## config.mk

```make
export PLATFORM = sky130hd
export DESIGN_NAME = controlador_trama_flat
export DESIGN_NICKNAME = d
export VERILOG_FILES = /design/src/rtl/controlador_trama_if.sv /design/src/rtl/controlador_trama.sv /design/src/flat_wrapper.sv
export SDC_FILE = /design/constraint.sdc
export NUM_CORES = 1
export LEC_CHECK = 0
export ABC_AREA = 1
export CAP_MARGIN = 20
export CORE_ASPECT_RATIO = 1.4
export CORE_MARGIN = 1.5
export CORE_UTILIZATION = 52
export CTS_BUF_LIST = sky130_fd_sc_hd__clkbuf_8 sky130_fd_sc_hd__clkbuf_16
export DETAILED_ROUTE_END_ITERATION = 8
export GPL_ROUTABILITY_DRIVEN = 0
export PLACE_DENSITY = 0.86
export SKIP_LAST_GASP = 1
export SYNTH_ARGS = -nofsm -noshare
export SYNTH_HDL_FRONTEND = slang
export SYNTH_SLANG_ARGS = --single-unit
```

## constraint.sdc

```tcl
create_clock -name clk -period 1.65 [get_ports clk]
set_input_delay 0.495 -clock clk [delete_from_list [all_inputs] [get_ports clk]]
set_output_delay 0.495 -clock clk [all_outputs]
set_load 0.03 [all_outputs]
```

## src/rtl/controlador_trama_if.sv

```systemverilog
// Receive-side byte handshake between the UART rx block and the frame controller.
interface controlador_trama_if;
  logic       hecho;
  logic [7:0] dato;

  modport master (output hecho, output dato);
  modport slave  (input  hecho, input  dato);
endinterface

```

## src/rtl/controlador_trama.sv

```systemverilog
// Frame controller: parses "#HHHhhmmP\n" from rx bytes, range-checks it and commits
// humidity/time/plant type atomically. Aborts on bad character, bad range or timeout.
//
// state   | meaning
// ESPERA  | idle, waiting for start marker
// DIGITOS | collecting the 8 frame digits into shadow registers
// FIN     | all digits in, waiting for terminator
module controlador_trama #(
  parameter logic [23:0] TIMEOUT_CICLOS = 24'd5_000_000,
  parameter logic [3:0]  NUM_PLANTAS    = 4'd10,
  parameter logic [7:0]  CAR_INICIO     = 8'h23,
  parameter logic [7:0]  CAR_FIN        = 8'h0A
) (
  input  logic                      clk,
  input  logic                      rst_n,
  controlador_trama_if.slave        rx,
  output logic [11:0]               humedad,
  output logic [15:0]               hora,
  output logic [3:0]                tipoPlanta,
  output logic                      config_valida,
  output logic                      listo,
  output logic                      error,
  output logic [1:0]                cod_error
);

  localparam logic [1:0] ESPERA  = 2'd0;
  localparam logic [1:0] DIGITOS = 2'd1;
  localparam logic [1:0] FIN     = 2'd2;

  localparam logic [1:0] COD_CARACTER = 2'd1;
  localparam logic [1:0] COD_RANGO    = 2'd2;
  localparam logic [1:0] COD_TIEMPO   = 2'd3;

  logic [1:0]       r_estado;
  logic [2:0]       r_indice;
  logic [23:0]      r_timer;
  logic             r_hecho_prev;
  logic [7:0][3:0]  r_sombra;
  logic             r_commit_pend;
  logic             r_abort_pend;
  logic [1:0]       r_cod_pend;

  logic w_evento;
  logic w_digito;
  logic w_hum_ok;
  logic w_hora_ok;
  logic w_min_ok;
  logic w_tipo_ok;
  logic w_rango_ok;
  logic w_timeout;

  assign w_evento  = rx.hecho & ~r_hecho_prev;
  assign w_digito  = (rx.dato >= 8'h30) && (rx.dato <= 8'h39);
  assign w_timeout = (r_timer == TIMEOUT_CICLOS - 24'd1);

  // Shadow slot 0 is the hundreds digit of humidity; slot 7 is the plant type.
  assign w_hum_ok   = (r_sombra[0] == 4'd0) ||
                      ((r_sombra[0] == 4'd1) && (r_sombra[1] == 4'd0) && (r_sombra[2] == 4'd0));
  assign w_hora_ok  = (r_sombra[3] < 4'd2) || ((r_sombra[3] == 4'd2) && (r_sombra[4] <= 4'd3));
  assign w_min_ok   = (r_sombra[5] <= 4'd5);
  assign w_tipo_ok  = (r_sombra[7] < NUM_PLANTAS);
  assign w_rango_ok = w_hum_ok && w_hora_ok && w_min_ok && w_tipo_ok;

  always_ff @(posedge clk or negedge rst_n) begin
    if (!rst_n) begin
      humedad       <= '0;
      hora          <= '0;
      tipoPlanta    <= '0;
      config_valida <= 1'b0;
      listo         <= 1'b0;
      error         <= 1'b0;
      cod_error     <= '0;
      r_estado      <= ESPERA;
      r_indice      <= '0;
      r_timer       <= '0;
      r_hecho_prev  <= 1'b0;
      r_sombra      <= '0;
      r_commit_pend <= 1'b0;
      r_abort_pend  <= 1'b0;
      r_cod_pend    <= '0;
    end else begin
      r_hecho_prev  <= rx.hecho;
      listo         <= r_commit_pend;
      error         <= r_abort_pend;
      r_commit_pend <= 1'b0;
      r_abort_pend  <= 1'b0;

      if (r_commit_pend) begin
        humedad       <= {r_sombra[0], r_sombra[1], r_sombra[2]};
        hora          <= {r_sombra[3], r_sombra[4], r_sombra[5], r_sombra[6]};
        tipoPlanta    <= r_sombra[7];
        config_valida <= 1'b1;
        cod_error     <= 2'd0;
      end
      if (r_abort_pend) begin
        cod_error <= r_cod_pend;
      end

      // Decisions are taken on the byte edge and become visible one edge later,
      // so the FSM is already back in ESPERA when listo/error pulse.
      case (r_estado)
        ESPERA: begin
          r_timer <= '0;
          if (w_evento && (rx.dato == CAR_INICIO)) begin
            r_estado <= DIGITOS;
            r_indice <= '0;
          end
        end
        DIGITOS: begin
          if (w_evento) begin
            r_timer <= '0;
            if (w_digito) begin
              r_sombra[r_indice] <= rx.dato[3:0];
              if (r_indice == 3'd7) begin
                r_estado <= FIN;
              end else begin
                r_indice <= r_indice + 3'd1;
              end
            end else if (rx.dato == CAR_INICIO) begin
              r_indice <= '0;
            end else begin
              r_abort_pend <= 1'b1;
              r_cod_pend   <= COD_CARACTER;
              r_estado     <= ESPERA;
            end
          end else if (w_timeout) begin
            r_abort_pend <= 1'b1;
            r_cod_pend   <= COD_TIEMPO;
            r_estado     <= ESPERA;
          end else begin
            r_timer <= r_timer + 24'd1;
          end
        end
        FIN: begin
          if (w_evento) begin
            r_timer  <= '0;
            r_estado <= ESPERA;
            if (rx.dato == CAR_FIN) begin
              if (w_rango_ok) begin
                r_commit_pend <= 1'b1;
              end else begin
                r_abort_pend <= 1'b1;
                r_cod_pend   <= COD_RANGO;
              end
            end else begin
              r_abort_pend <= 1'b1;
              r_cod_pend   <= COD_CARACTER;
            end
          end else if (w_timeout) begin
            r_abort_pend <= 1'b1;
            r_cod_pend   <= COD_TIEMPO;
            r_estado     <= ESPERA;
          end else begin
            r_timer <= r_timer + 24'd1;
          end
        end
        default: begin
          r_estado <= ESPERA;
          r_timer  <= '0;
        end
      endcase
    end
  end

endmodule

```

## src/flat_wrapper.sv

```systemverilog
// flat-port wrapper written by rule: the top's interface ports become plain ports
module controlador_trama_flat 
#(
  parameter logic [23:0] TIMEOUT_CICLOS = 24'd5_000_000,
  parameter logic [3:0]  NUM_PLANTAS    = 4'd10,
  parameter logic [7:0]  CAR_INICIO     = 8'h23,
  parameter logic [7:0]  CAR_FIN        = 8'h0A
)
  (clk, rst_n, humedad, hora, tipoPlanta, config_valida, listo, error, cod_error, rx_hecho, rx_dato);
  controlador_trama_if rx_i ();
  input  logic clk;
  input  logic rst_n;
  output logic [11:0] humedad;
  output logic [15:0] hora;
  output logic [3:0] tipoPlanta;
  output logic config_valida;
  output logic listo;
  output logic error;
  output logic [1:0] cod_error;
  input wire logic [$bits(rx_i.hecho)-1:0] rx_hecho;
  input wire logic [$bits(rx_i.dato)-1:0] rx_dato;
  assign rx_i.hecho = rx_hecho;
  assign rx_i.dato = rx_dato;
  controlador_trama #(.TIMEOUT_CICLOS(TIMEOUT_CICLOS), .NUM_PLANTAS(NUM_PLANTAS), .CAR_INICIO(CAR_INICIO), .CAR_FIN(CAR_FIN)) u_core (.clk(clk), .rst_n(rst_n), .rx(rx_i), .humedad(humedad), .hora(hora), .tipoPlanta(tipoPlanta), .config_valida(config_valida), .listo(listo), .error(error), .cod_error(cod_error));
endmodule
```

==> results of run 1 <==
==> flip-flops by register name (all words and copies together), names as in the netlist, 2 cells and up <==
name               flops
u_core.r_sombra       32
u_core.r_timer        24
u_core.hora           16
u_core.humedad        12
u_core.tipoPlanta      4
u_core.r_indice        3
u_core.cod_error       2
u_core.r_cod_pend      2
u_core.r_estado        2
==> stage by stage <==
stage	area, µm²	worst slack (ps)
floorplan	5000	102
global placement	5860	-476
detailed placement	5860	-538
CTS	6160	-3.50
global route	6300	-65.6
finish	6300	34.7
==> cell families after synthesis <==
group | count (synthesis)
AO/OA/AOI/OAI | 76
buffers and inverters | 104
XOR/XNOR | 10
multiplexers | 1
AND/OR/NAND/NOR | 305
adder cells (fa/ha/maj) | 7
flip-flops | 103
==> power by group <==
part | internal (µW) | switching (µW)
Combinational | 474 | 758
Sequential | 2630 | 83.8
Clock | 1240 | 954
Total | 4340 | 1800
==> worst paths after layout <==
check / start / endpoint / slack [ps]
worst max-delay path: u_core.humedad[2]$_DFFE_PN0P_ / humedad[2] / 30
worst min-delay path: rst_n / u_core.hora[1]$_DFFE_PN0P_ / 60
worst max register to register: u_core.r_timer[1]$_DFFE_PN0P_ / u_core.r_timer[0]$_DFFE_PN0P_ / 40
worst min register to register: u_core.r_abort_pend$_DFF_PN0_ / u_core.error$_DFF_PN0_ / 410
max in group asynchronous: rst_n / u_core.hora[5]$_DFFE_PN0P_ / 1000
min in group clk: u_core.r_abort_pend$_DFF_PN0_ / u_core.error$_DFF_PN0_ / 410
==> layout make-up <==
class                           instances  area (µm²)  area share [%]
Multi-Input combinational cell        399        2140            33.9
Clock buffer                           10         239            3.79
Timing Repair inverter                  1        5.00          0.0794
Timing Repair Buffer                   92         769            12.2
Clock inverter                          6        73.8            1.17
Inverter                               94         362            5.74
Tap cell                              110         138            2.18
Sequential cell                       103        2580            40.9
==> timing repair <==
| action | in CTS | in global routing |
|---|---|---|
| gates cloned | 0 | 1 |
| resized for setup | 56 | 33 |
| setup endpoints to repair | 82 | 32 |
| pin swaps | 7 | 4 |
| buffers inserted | 2 | 6 |
==> synth_stat cells, types with 2 or more instances <==
cell type / count
sky130_fd_sc_hd__a21oi_1: 4
sky130_fd_sc_hd__buf_2: 2
sky130_fd_sc_hd__clkbuf_1: 7
sky130_fd_sc_hd__clkinv_1: 2
sky130_fd_sc_hd__dfrtp_1: 103
sky130_fd_sc_hd__ha_1: 7
sky130_fd_sc_hd__inv_1: 89
sky130_fd_sc_hd__inv_2: 2
sky130_fd_sc_hd__nand2_1: 159
sky130_fd_sc_hd__nand2_2: 10
sky130_fd_sc_hd__nand3_1: 33
sky130_fd_sc_hd__nand3_2: 5
sky130_fd_sc_hd__nand4_1: 9
sky130_fd_sc_hd__nand4_4: 4
sky130_fd_sc_hd__nor2_1: 56
sky130_fd_sc_hd__nor2_2: 4
sky130_fd_sc_hd__nor2_4: 2
sky130_fd_sc_hd__nor3_1: 12
sky130_fd_sc_hd__nor3_2: 4
sky130_fd_sc_hd__o21ai_0: 64
sky130_fd_sc_hd__o21ai_1: 5
sky130_fd_sc_hd__xnor2_1: 4
sky130_fd_sc_hd__xor2_1: 6
==> routing by layer <==
layer | GRT usage, % | part of all wire, % | vias up | wire length, µm
li1 | - | - | 2096 | -
met1 | 26.1 | 38 | 2041 | 4370
met2 | 44.4 | 55 | 134 | 6290
met3 | 4.64 | 3.6 | 42 | 412
met4 | 11.2 | 4.0 | 0 | 463
met5 | 0 | 0 | - | 0
==> results, run 1 <==
- On the worst path, the slowest cell contributes a delay of 400 ps.
- Global routing used 24.1% of the available tracks across all layers.
- The total clock buffers created by CTS is 9.
- The number of global-route vias before repair is 4338.
- The die outline area is 10200 µm².
- The routed layout has 4313 vias.
- The fraction of the mapped netlist area in simple logic gates is 28.9%.
- The final period utilization is 97.9%.
- The slowest cell on the critical path is sky130_fd_sc_hd__dlygate4sd2_1.
- The remaining global-route overflow is 0.
- Setup repair after global routing could not meet its margin everywhere.
- 0 antenna diodes ended up in the layout.
- Setup violations remaining at the end of the flow were counted as 0.
- The average wire length per cell after detail routing is 14.2 µm.
- Of the total synthesized cell area, the portion taken by full adders, half adders and majority gates is 1.75%.
- The first-pass detailed-route iteration total is 4.
- The worst supply voltage drop on vdd is 0.617 mV.
- The library cell occupying the most area in the post-synthesis netlist is sky130_fd_sc_hd__dfrtp_1.
- Cells with a size suffix above 1 make up 17.4% of the layout.
- The portion of netlist area occupied by mux cells is 0.200%.
- Once detailed placement completed, the half-perimeter wirelength came to 8240 µm.
- The analysis attributes to cell leakage a power of 0.00318 µW.
- The core region is 9410 µm².
- Leaving out fill and tap cells, the most frequent cell in the layout is sky130_fd_sc_hd__nand2_1.
- By area, the combinational part of the netlist is dominated by simple AND/OR/NAND/NOR gates.
- After synthesis the cells add up to 5000 µm².
- Yosys mapped the design onto 36 distinct sky130hd cell types.
- The data required time of the critical path is 1150 ps.
- In this run, the number of DRC markers left after iteration 0 of detailed routing was 248.
- After detailed routing, the total wire length is 11500 µm.
- The largest net degree at the start of global routing is 53.
- The CTS sink count is 103.
- The synthesized instance count is 606.
- Including well taps, the total number of placed cells is 790.
- The global-route wire length before repair is 19300 µm.
- The number of nets in the synthesized netlist is 624.
- The smallest clock period supported by the final layout is computed as 1620 ps.
- The utilization after layout is 67.0%.
- The worst setup path is captured at an output pin.
- The number of violations of the max-capacitance limit is 0.
- The die is 85.9 µm wide.
- The number of H-tree levels is 3.
- Of the total synthesized cell area, the portion taken by XOR and XNOR cells is 1.75%.
- The area growth from synthesis to layout is 26.1%.
- The clock arrives with 7.72 ps of skew.
- The path class of the tightest hold or removal check is in2async.
- The critical path goes through dlygate4sd2_1.
- For this run, the leading register cell type out of synthesis is sky130_fd_sc_hd__dfrtp_1.
- The relative max-transition margin is 68.3%.
- For this run, the post-layout net count is 718.
- TritonCTS built the clock tree.
- The worst setup path is of the reg2out kind.
- The final count of pins violating max slew came to 0.
- The sum of negative setup slack is 0 ps.
- The tree is rooted in a sky130_fd_sc_hd__clkbuf_16.
- The run finished with clean final reports.
- The number of standard-cell rows in the floorplan is 42.
- The cell family contributing the most delay on the critical path is buffers and inverters.
- The quantity of hold-fixing buffers added after cts is 0.
- Measured along the y axis, the die boundary spans 119 µm.
- Clock latency on the worst-skew pair, taken at its later pin, is 350 ps.
- The number of hold violations in the final report is 0.
- The count of warnings emitted by yosys is 0.
- The transition time of the tightest slew-check pin is 476 ps.
- The largest driver fanout on the critical path is 2.
- The buffers plus inverters on the worst setup path is 1.
- The tightest hold path in the finished design has a slack of 64.1 ps.
- After filler insertion, the fill cell instance count of the layout stands at 702.
- In this run, synthesis inferred 0 flip-flops with an integrated enable.
- The count of port buffers added during placement is 47.
- Of the synthesized area, sequential elements account for 51.6%.
- The number of antenna violations at the first check in global routing is 0.
- The proportion of netlist area held by the largest area contributor is 51.6%.
- The count of pins on the block boundary is 48.
- Dividing the detail-routed via count by the number of cells gives 5.29.
- Power comes to 6140 µW.
- The data arrival time at the worst-slack endpoint is 1120 ps.
- The worst register-to-register path has a depth of 8.
- In this run the power density over the cells is 974 nW/µm².
- In this run, synthesis produced a sequential element count of 103.
- The share of async-settable or async-resettable flops after synthesis is 100%.
- For this run, design rule violations remaining after detail routing come to 0.
- For this run, the top clock speed supported by timing is 619 MHz.
- The library cells used most frequently in the layout, excluding fill and tap cells, are sky130_fd_sc_hd__nand2_1 (158), sky130_fd_sc_hd__dfrtp_1 (102), sky130_fd_sc_hd__inv_1 (85), sky130_fd_sc_hd__o21ai_0 (59), sky130_fd_sc_hd__nor2_1 (48).
- The initial standard-cell utilization of the core is 53.2%.
- In this run the mean area of a mapped cell was 8.25 µm².
- The number of nets still failing antenna checks after routing is 0.
- The cell count along the critical path is 1.
- By area the synthesized netlist is led by sky130_fd_sc_hd__dfrtp_1 (52%), sky130_fd_sc_hd__nand2_1 (12%), sky130_fd_sc_hd__inv_1 (6.7%), sky130_fd_sc_hd__o21ai_0 (6.4%), sky130_fd_sc_hd__nor2_1 (4.2%).
- The fraction of the mapped netlist area in compound gates is 7.76%.
- The clock transition at the registers of the reported paths is 70 ps.
- STA classifies the critical path startpoint as a flip-flop.
- Counting along the longest clock path gives a buffer depth of 2.
- The finished layout holds 815 standard cells, fillers aside.
(Power assumes the default switching activity.)
==> inputs of run 2 (changes only) <==
CORE_UTILIZATION = 55   (was 52)
PLACE_DENSITY = 0.87   (was 0.86)
clock period = 1.97 ns   (was 1.65 ns; I/O delays follow)
==> run 2 against run 1 <==
  * Cell area is 3.9% lower
  * Sequential share of layout area is 1.7 points higher
  * Sequential power is 16% lower
  * Clock-buffer cell count stayed put
  * Non-clock buffer count is 23 lower
  * Critical path type unchanged
  * Largest cell class unchanged
==> results, run 2 (synthesis results as in run 1) <==
- On the critical path the largest part of the delay comes from buffers and inverters.
- The reg-to-reg critical path startpoint is u_core.r_estado[1]$_DFFE_PN0P_.
- In this run the number of cells on the critical path is 1.
- The type of element capturing the critical path is an output pin.
- The number of setup buffers added after CTS is 0.
- The buffers plus inverters on the worst setup path is 1.
- Entering global routing, the biggest net connects 51 pins.
- The violation count after the first detailed-routing iteration is 274.
- The CTS sink count is 103.
- The worst register-to-register path ends at u_core.r_sombra[25]$_DFFE_PN0P_.
- The initial utilization of the core area, before any placement, comes to 56.0%.
- The worst register-to-register path has a setup slack of 130 ps.
- The placeable core region is 8930 µm².
- The number of flip-flops in the largest register is 32.
- The average wire length per cell after detail routing is 14.7 µm.
- Setup violations remaining at the end of the flow were counted as 0.
- The vertical die dimension is 116 µm.
- Walking the worst path, the cells encountered are clkdlybuf4s50_1.
- The number of antenna violations at the first check in global routing is 0.
- The worst-case IR drop observed on VDD is 0.633 mV.
- Detailed placement finished with a half-perimeter wire length of 8390 µm.
- For the pin with the worst max-slew slack, the measured transition is 414 ps.
- The routed wire length is 11600 µm.
- In this run the remaining antenna-violating nets after routing total 0.
- The count of pins on the block boundary is 48.
- The remaining global-route overflow is 0.
- The layout has 662 filler cells.
- The cell at the root of the clock tree is sky130_fd_sc_hd__clkbuf_16.
- STA classifies the critical path startpoint as a flip-flop.
- The first detailed-routing pass took 5 iterations.
- The global router's overall resource usage is 25.0%.
- The worst setup path is of the reg2out kind.
- The net total in the final layout is 694.
- The number of H-tree levels is 3.
- In this run the core area contains 41 standard-cell rows.
- Cells with a size suffix above 1 make up 11.3% of the layout.
- The leading cell type in the layout, fill and taps excluded is sky130_fd_sc_hd__nand2_1.
- The total clock buffers created by CTS is 9.
- Counting flops per register, the top entry is u_core.r_sombra.
- Total power for the finished layout comes to 4800 µW.
- The number of global-route vias before repair is 4258.
- The slowest cell on the critical path is sky130_fd_sc_hd__clkdlybuf4s50_1.
- After detailed routing, the number of remaining DRC violations is 0.
- The number of cell instances on the worst register-to-register path is 7.
- The tightest min-delay check is of the in2async type.
- The total power density per cell area is 793 nW/µm².
- Detailed routing inserted a total of 4245 vias.
- On the worst path, the slowest cell contributes a delay of 660 ps.
- The clock transition at the registers of the reported paths is 70 ps.
- The die covers 9680 µm².
- The area growth from synthesis to layout is 21.1%.
- The count of port buffers added during placement is 47.
- Across the routed clock network, the largest skew measured is 9.21 ps.
- The final period utilization is 97.2%.
- The data arrival time at the worst-slack endpoint is 1320 ps.
- In the final layout, the registers with the most flip-flops are u_core.r_sombra (32), u_core.r_timer (24), u_core.hora (16).
- Of all nets on the critical path, the largest fanout is 1.
- In the layout the commonest cells are sky130_fd_sc_hd__nand2_1 (159), sky130_fd_sc_hd__dfrtp_1 (103), sky130_fd_sc_hd__inv_1 (89), sky130_fd_sc_hd__o21ai_0 (62), sky130_fd_sc_hd__nor2_1 (55).
- The later pin in the worst-skew pair is clocked with a latency of 350 ps.
- The run finished with clean final reports.
- Setup repair after global routing could not meet its margin everywhere.
- The floorplan step set the die width to 83.6 µm.
- The leakage power total is 0.00325 µW.
- The count of antenna diodes in the layout is 0.
- The number of violations of the max-capacitance limit is 0.
- The longest clock path from root to sink contains 2 buffers.
- The final count of pins violating max slew is 0.
- STA puts the critical path data required time at 1380 ps.
- The relative max-transition margin is 72.4%.
- The final critical delay including setup and external delays is 1920 ps.
- The first global-routing pass estimated 19000 µm of wire.
- In the final timing run, aggregate negative setup slack is 0 ps.
- Timing would allow up to 522 MHz.
- The number of hold violations in the final report is 0.
- Dividing the detail-routed via count by the number of cells gives 5.39.
- TritonCTS built the clock tree.
## run 2: cell types whose count changed in the layout (fill, tap and decap cells not counted), sizes merged
| cell | previous run | this run |
|---|---|---|
| clkdlybuf4s15 | 3 | 0 |
| clkbuf | 12 | 10 |
| bufinv | 1 | 0 |
| buf | 46 | 23 |
| clkdlybuf4s50 | 0 | 6 |
| dlymetal6s2s | 0 | 17 |
| inv | 94 | 95 |
| clkinvlp | 3 | 2 |
| dlygate4sd2 | 41 | 23 |
## run 2: metrics by stage
stage,setup slack [ps],utilization (%),hold WS [ps],cell area [µm²],instances
5_1_grt,-18.1,67.8,202,6050,788
6_report,54.7,67.8,170,6050,788
2_1_floorplan,382,-,295,5000,606
4_1_cts,0.285,67.3,177,6000,788
3_5_place_dp,-309,64.4,398,5740,772
3_3_place_gp,-245,64.4,390,5740,772
## run 2: final cells by class
| type | count | area, µm² | share of cell area, % |
|---|---|---|---|
| clock buffers | 10 | 239 | 3.95 |
| clock inverters | 6 | 50.0 | 0.827 |
| inverters | 94 | 358 | 5.91 |
| multi-input cells | 399 | 2020 | 33.4 |
| flip-flops and latches | 103 | 2580 | 42.6 |
| well taps | 107 | 134 | 2.21 |
| repair buffers | 69 | 672 | 11.1 |
## run 2: worst max path at each step
stage	start	endpoint	slack (ps)
after floorplan	rx_dato[6]	u_core.r_sombra[0]$_DFFE_PN0P_	380
after global placement	rx_dato[1]	u_core.r_cod_pend[1]$_DFFE_PN0P_	-240
after detailed placement	rx_dato[1]	u_core.r_cod_pend[1]$_DFFE_PN0P_	-310
after CTS	u_core.humedad[6]$_DFFE_PN0P_	humedad[6]	0.3
after global routing	rx_dato[6]	u_core.r_cod_pend[1]$_DFFE_PN0P_	-20
final	u_core.listo$_DFF_PN0_	listo	50
## run 2: report_power, final
part	switching [µW]	leakage (µW)	total (µW)	internal, µW
logic	539	0.00177	805	266
registers	72.4	0.00135	2270	2200
clock network	818	0.000137	1730	910
total	1430	0.00325	4800	3370
## run 2: routing by layer
layer	part of all wire, %	up-vias	track usage, %
li1	-	2045	-
met1	38	2011	26.6
met2	52	141	45.2
met3	4.6	48	4.84
met4	5.4	0	16.5
met5	0	-	0
## run 2: repair_timing
action                                  in CTS  in global routing
gates resized for setup                     23                 21
hold buffers                                 0                  0
endpoints found under the setup margin      23                 32
==> inputs of run 3 (changes only) <==
HOLD_SLACK_MARGIN = 0.06   (was not set)
RECOVER_POWER = 50   (was not set)
==> run 3 against run 2 <==
  * Critical path depth unchanged
  * Register-to-register slack about the same
  * First-iteration DRC count up 7.7%
  * Combinational power down 1%
  * Die area unchanged
  * Via count down 0.61%
  * Largest power group unchanged
==> results, run 3 (synthesis results as in run 1) <==
- The worst supply voltage drop on vdd is 0.623 mV.
- Measured against its own limit, the worst slew margin works out to 51.5%.
- The die width is 83.6 µm.
- In the final layout, the registers with the most flip-flops are u_core.r_sombra (32), u_core.r_timer (24), u_core.hora (16).
- The total via count after detailed routing is 4219.
- The critical path goes through clkdlybuf4s50_1.
- Counting every sink on the clock net gives 103.
- The most used routing layer is met2.
- The transition time of the tightest slew-check pin is 727 ps.
- The detailed router finished its first iteration with 295 violations.
- The placeable core region is 8930 µm².
- The net switching power figure is 1430 µW.
- The worst register-to-register path begins at u_core.r_estado[1]$_DFFE_PN0P_.
- For this configuration, the core starts out at a cell density of 56.0%.
- The classification of the worst-slack hold path is in2async.
- On the final layout, the worst hold slack is 288 ps.
- Leaving out fill and tap cells, the most frequent cell in the layout is sky130_fd_sc_hd__nand2_1.
- The category of cells accounting for the largest share of critical-path delay is buffers and inverters.
- The routed wire length is 11500 µm.
- The global router's overall resource usage is 25.0%.
- The count of buffers added on input and output ports is 47.
- The worst path in the final design needs a cycle of 1920 ps, including I/O delays and setup.
- Using the TritonRoute via totals, the vias-per-cell ratio works out to 5.35.
- In this run, flip-flops and latches consume 47.4% of the power.
- The global-route wire length before repair is 19000 µm.
- The setup violation total in the final timing report is 0.
- After clock tree synthesis, the setup repair step added 0 buffers.
- The first TritonRoute pass finished after 7 iterations.
- For this run, the top clock speed supported by timing is 522 MHz.
- The final setup skew is 9.55 ps.
- The number of global-route vias before repair is 4258.
- The tool flagged a number of max-cap violations equal to 0.
- The number of flip-flops in the largest register is 32.
- The cell at the root of the clock tree is sky130_fd_sc_hd__clkbuf_16.
- After clock tree synthesis, the flow added hold-fix buffers numbering 0.
- The post-layout worst setup margin is 54.4 ps.
- After detailed routing, the number of remaining DRC violations is 0.
- The floorplan has 41 rows.
- The die covers 9680 µm².
- Once layout is complete, the cells apart from fillers number 788.
- The placed wire-length estimate is 8390 µm.
- The detail route stage leaves a number of antenna-violating nets equal to 0.
- Clock tree synthesis inserted a total of 9 buffers.
- The met3 routing resource usage after global routing is 4.84%.
- The data arrival time at the worst-slack endpoint is 1320 ps.
- The clock latency of the later-clocked register in the worst-skew pair is 350 ps.
- The number of hold violations in the final report came to 0.
- The remaining global-route overflow is 0.
- The final count of pins violating max slew is 0.
- The number of cells on the worst reg-to-reg path is 7.
- The buffers plus inverters on the worst setup path is 1.
- Setup repair after global routing could not meet its margin everywhere.
- The sum of negative setup slack is 0 ps.
- The H-tree generated during clock tree synthesis spans 3 levels.
- The number of cells in the design after placement is 772.
- The average wire length per cell after detail routing is 14.6 µm.
- The met1 usage in global routing is 26.6%.
- The vertical die dimension is 116 µm.
- The slowest cell on the critical path is sky130_fd_sc_hd__clkdlybuf4s50_1.
- Compared with the post-synthesis result, the final layout area differs by 20.4%.
- The type of element capturing the critical path is an output pin.
- Leaving out fill and tap cells, the most frequent cells in the layout are sky130_fd_sc_hd__nand2_1 (159), sky130_fd_sc_hd__dfrtp_1 (103), sky130_fd_sc_hd__inv_1 (89), sky130_fd_sc_hd__o21ai_0 (62), sky130_fd_sc_hd__nor2_1 (55).
- The worst setup path is of the reg2out kind.
- The worst reg-to-reg setup slack is 130 ps.
- The total power density per cell area is 796 nW/µm².
- The kind of start point of the critical path is a flip-flop.
- The largest driver fanout on the critical path is 1.
- The number of fill cells is 668.
- Clock-pin slew was measured on the worst setup and hold paths at 70 ps.
- On the worst path, the slowest cell contributes a delay of 660 ps.
- The number of antenna violations at the first check in global routing was 0.
- The count of pins on the block boundary is 48.
- Cell internal power was estimated by the tool at 3370 µW.
- The worst path uses 97.2% of the clock period.
- The most flop-heavy register is u_core.r_sombra.
- The proportion of power drawn by combinational gates is 16.6%.
- The leakage power total is 0.00324 µW.
- In this run, the clock network consumes 36.0% of the power.
- The proportion of layout cells with a drive suffix above 1 is 11.2%.
- OpenSTA, run right after detailed placement, puts the worst setup slack at -309 ps.
- TritonCTS built the clock tree.
- The flow ran to the end, and the final reports show no timing, DRC or antenna violations.
- In this run the critical register-to-register path is captured at u_core.r_sombra[25]$_DFFE_PN0P_.
- For this run, the post-layout net count is 694.
- The repair_antennas step left the layout with diodes totalling 0.
- The met2 global-route usage is 45.2%.
- The data required time of the critical path is 1380 ps.
- The number of buffers on the longest clock path is 2.
- Net switching is 29.8% of the power.
- The completed layout was analyzed and its total power is 4790 µW.
- The largest net degree at the start of global routing is 51.
run 3: cell count changes in the layout (fill, tap and decap cells not counted), sizes merged:
| cell | previous run | this run |
|---|---|---|
| clkbuf | 10 | 14 |
| buf | 23 | 19 |
run 3: worst max-delay path by stage:
stage                                   from                               end  depth (start not counted)
3_5_place_dp                      rx_dato[1]  u_core.r_cod_pend[1]$_DFFE_PN0P_                         10
4_1_cts        u_core.humedad[6]$_DFFE_PN0P_                        humedad[6]                          1
5_1_grt                           rx_dato[6]  u_core.r_cod_pend[1]$_DFFE_PN0P_                         12
6_report              u_core.listo$_DFF_PN0_                             listo                          1
2_1_floorplan                     rx_dato[6]    u_core.r_sombra[0]$_DFFE_PN0P_                          8
3_3_place_gp                      rx_dato[1]  u_core.r_cod_pend[1]$_DFFE_PN0P_                         10
run 3: worst register-to-register path, delay by kind of cell, from the launching register on:
family | cells | cell delay [ps]
fa+ha+maj | 1 | 300
buf+inv | 3 | 340
flops | 1 | 440
simple gates | 2 | 440
compound gates | 1 | 220
run 3: layout make-up:
type	instances	area, µm²	share of cell area, %
clock inverters	6	50.0	0.831
flip-flops and latches	103	2580	42.8
clock buffers	10	239	3.97
inverters	94	358	5.94
repair buffers	69	638	10.6
multi-input cells	399	2020	33.6
well taps	107	134	2.22
run 3: layer usage:
metal | share of wire, % | wire [µm] | vias up
met4 | 5.2 | 601 | 0
li1 | - | - | 2047
met1 | 38 | 4370 | 1994
met2 | 52 | 6040 | 136
met5 | 0 | 0 | -
met3 | 4.5 | 516 | 42
run 3: timing repair:
action,4_1_cts,5_1_grt
endpoints found under the hold margin,0,0
setup endpoints to repair,23,32
resized for setup,23,21
run 3: power by group through the flow:
stage	Combinational (µW)	Clock, µW	Sequential (µW)
finish	796	1730	2270
global placement	775	0	2300
global route	886	1830	2280
detailed placement	797	0	2310
CTS	803	1750	2270
floorplan	473	0	2330
run 3: stage by stage:
stage / cell area (µm²) / util [%]
after floorplan: 5000 / -
after global placement: 5740 / 64.4
after detailed placement: 5740 / 64.4
after CTS: 6000 / 67.3
after global routing: 6020 / 67.5
final: 6020 / 67.5
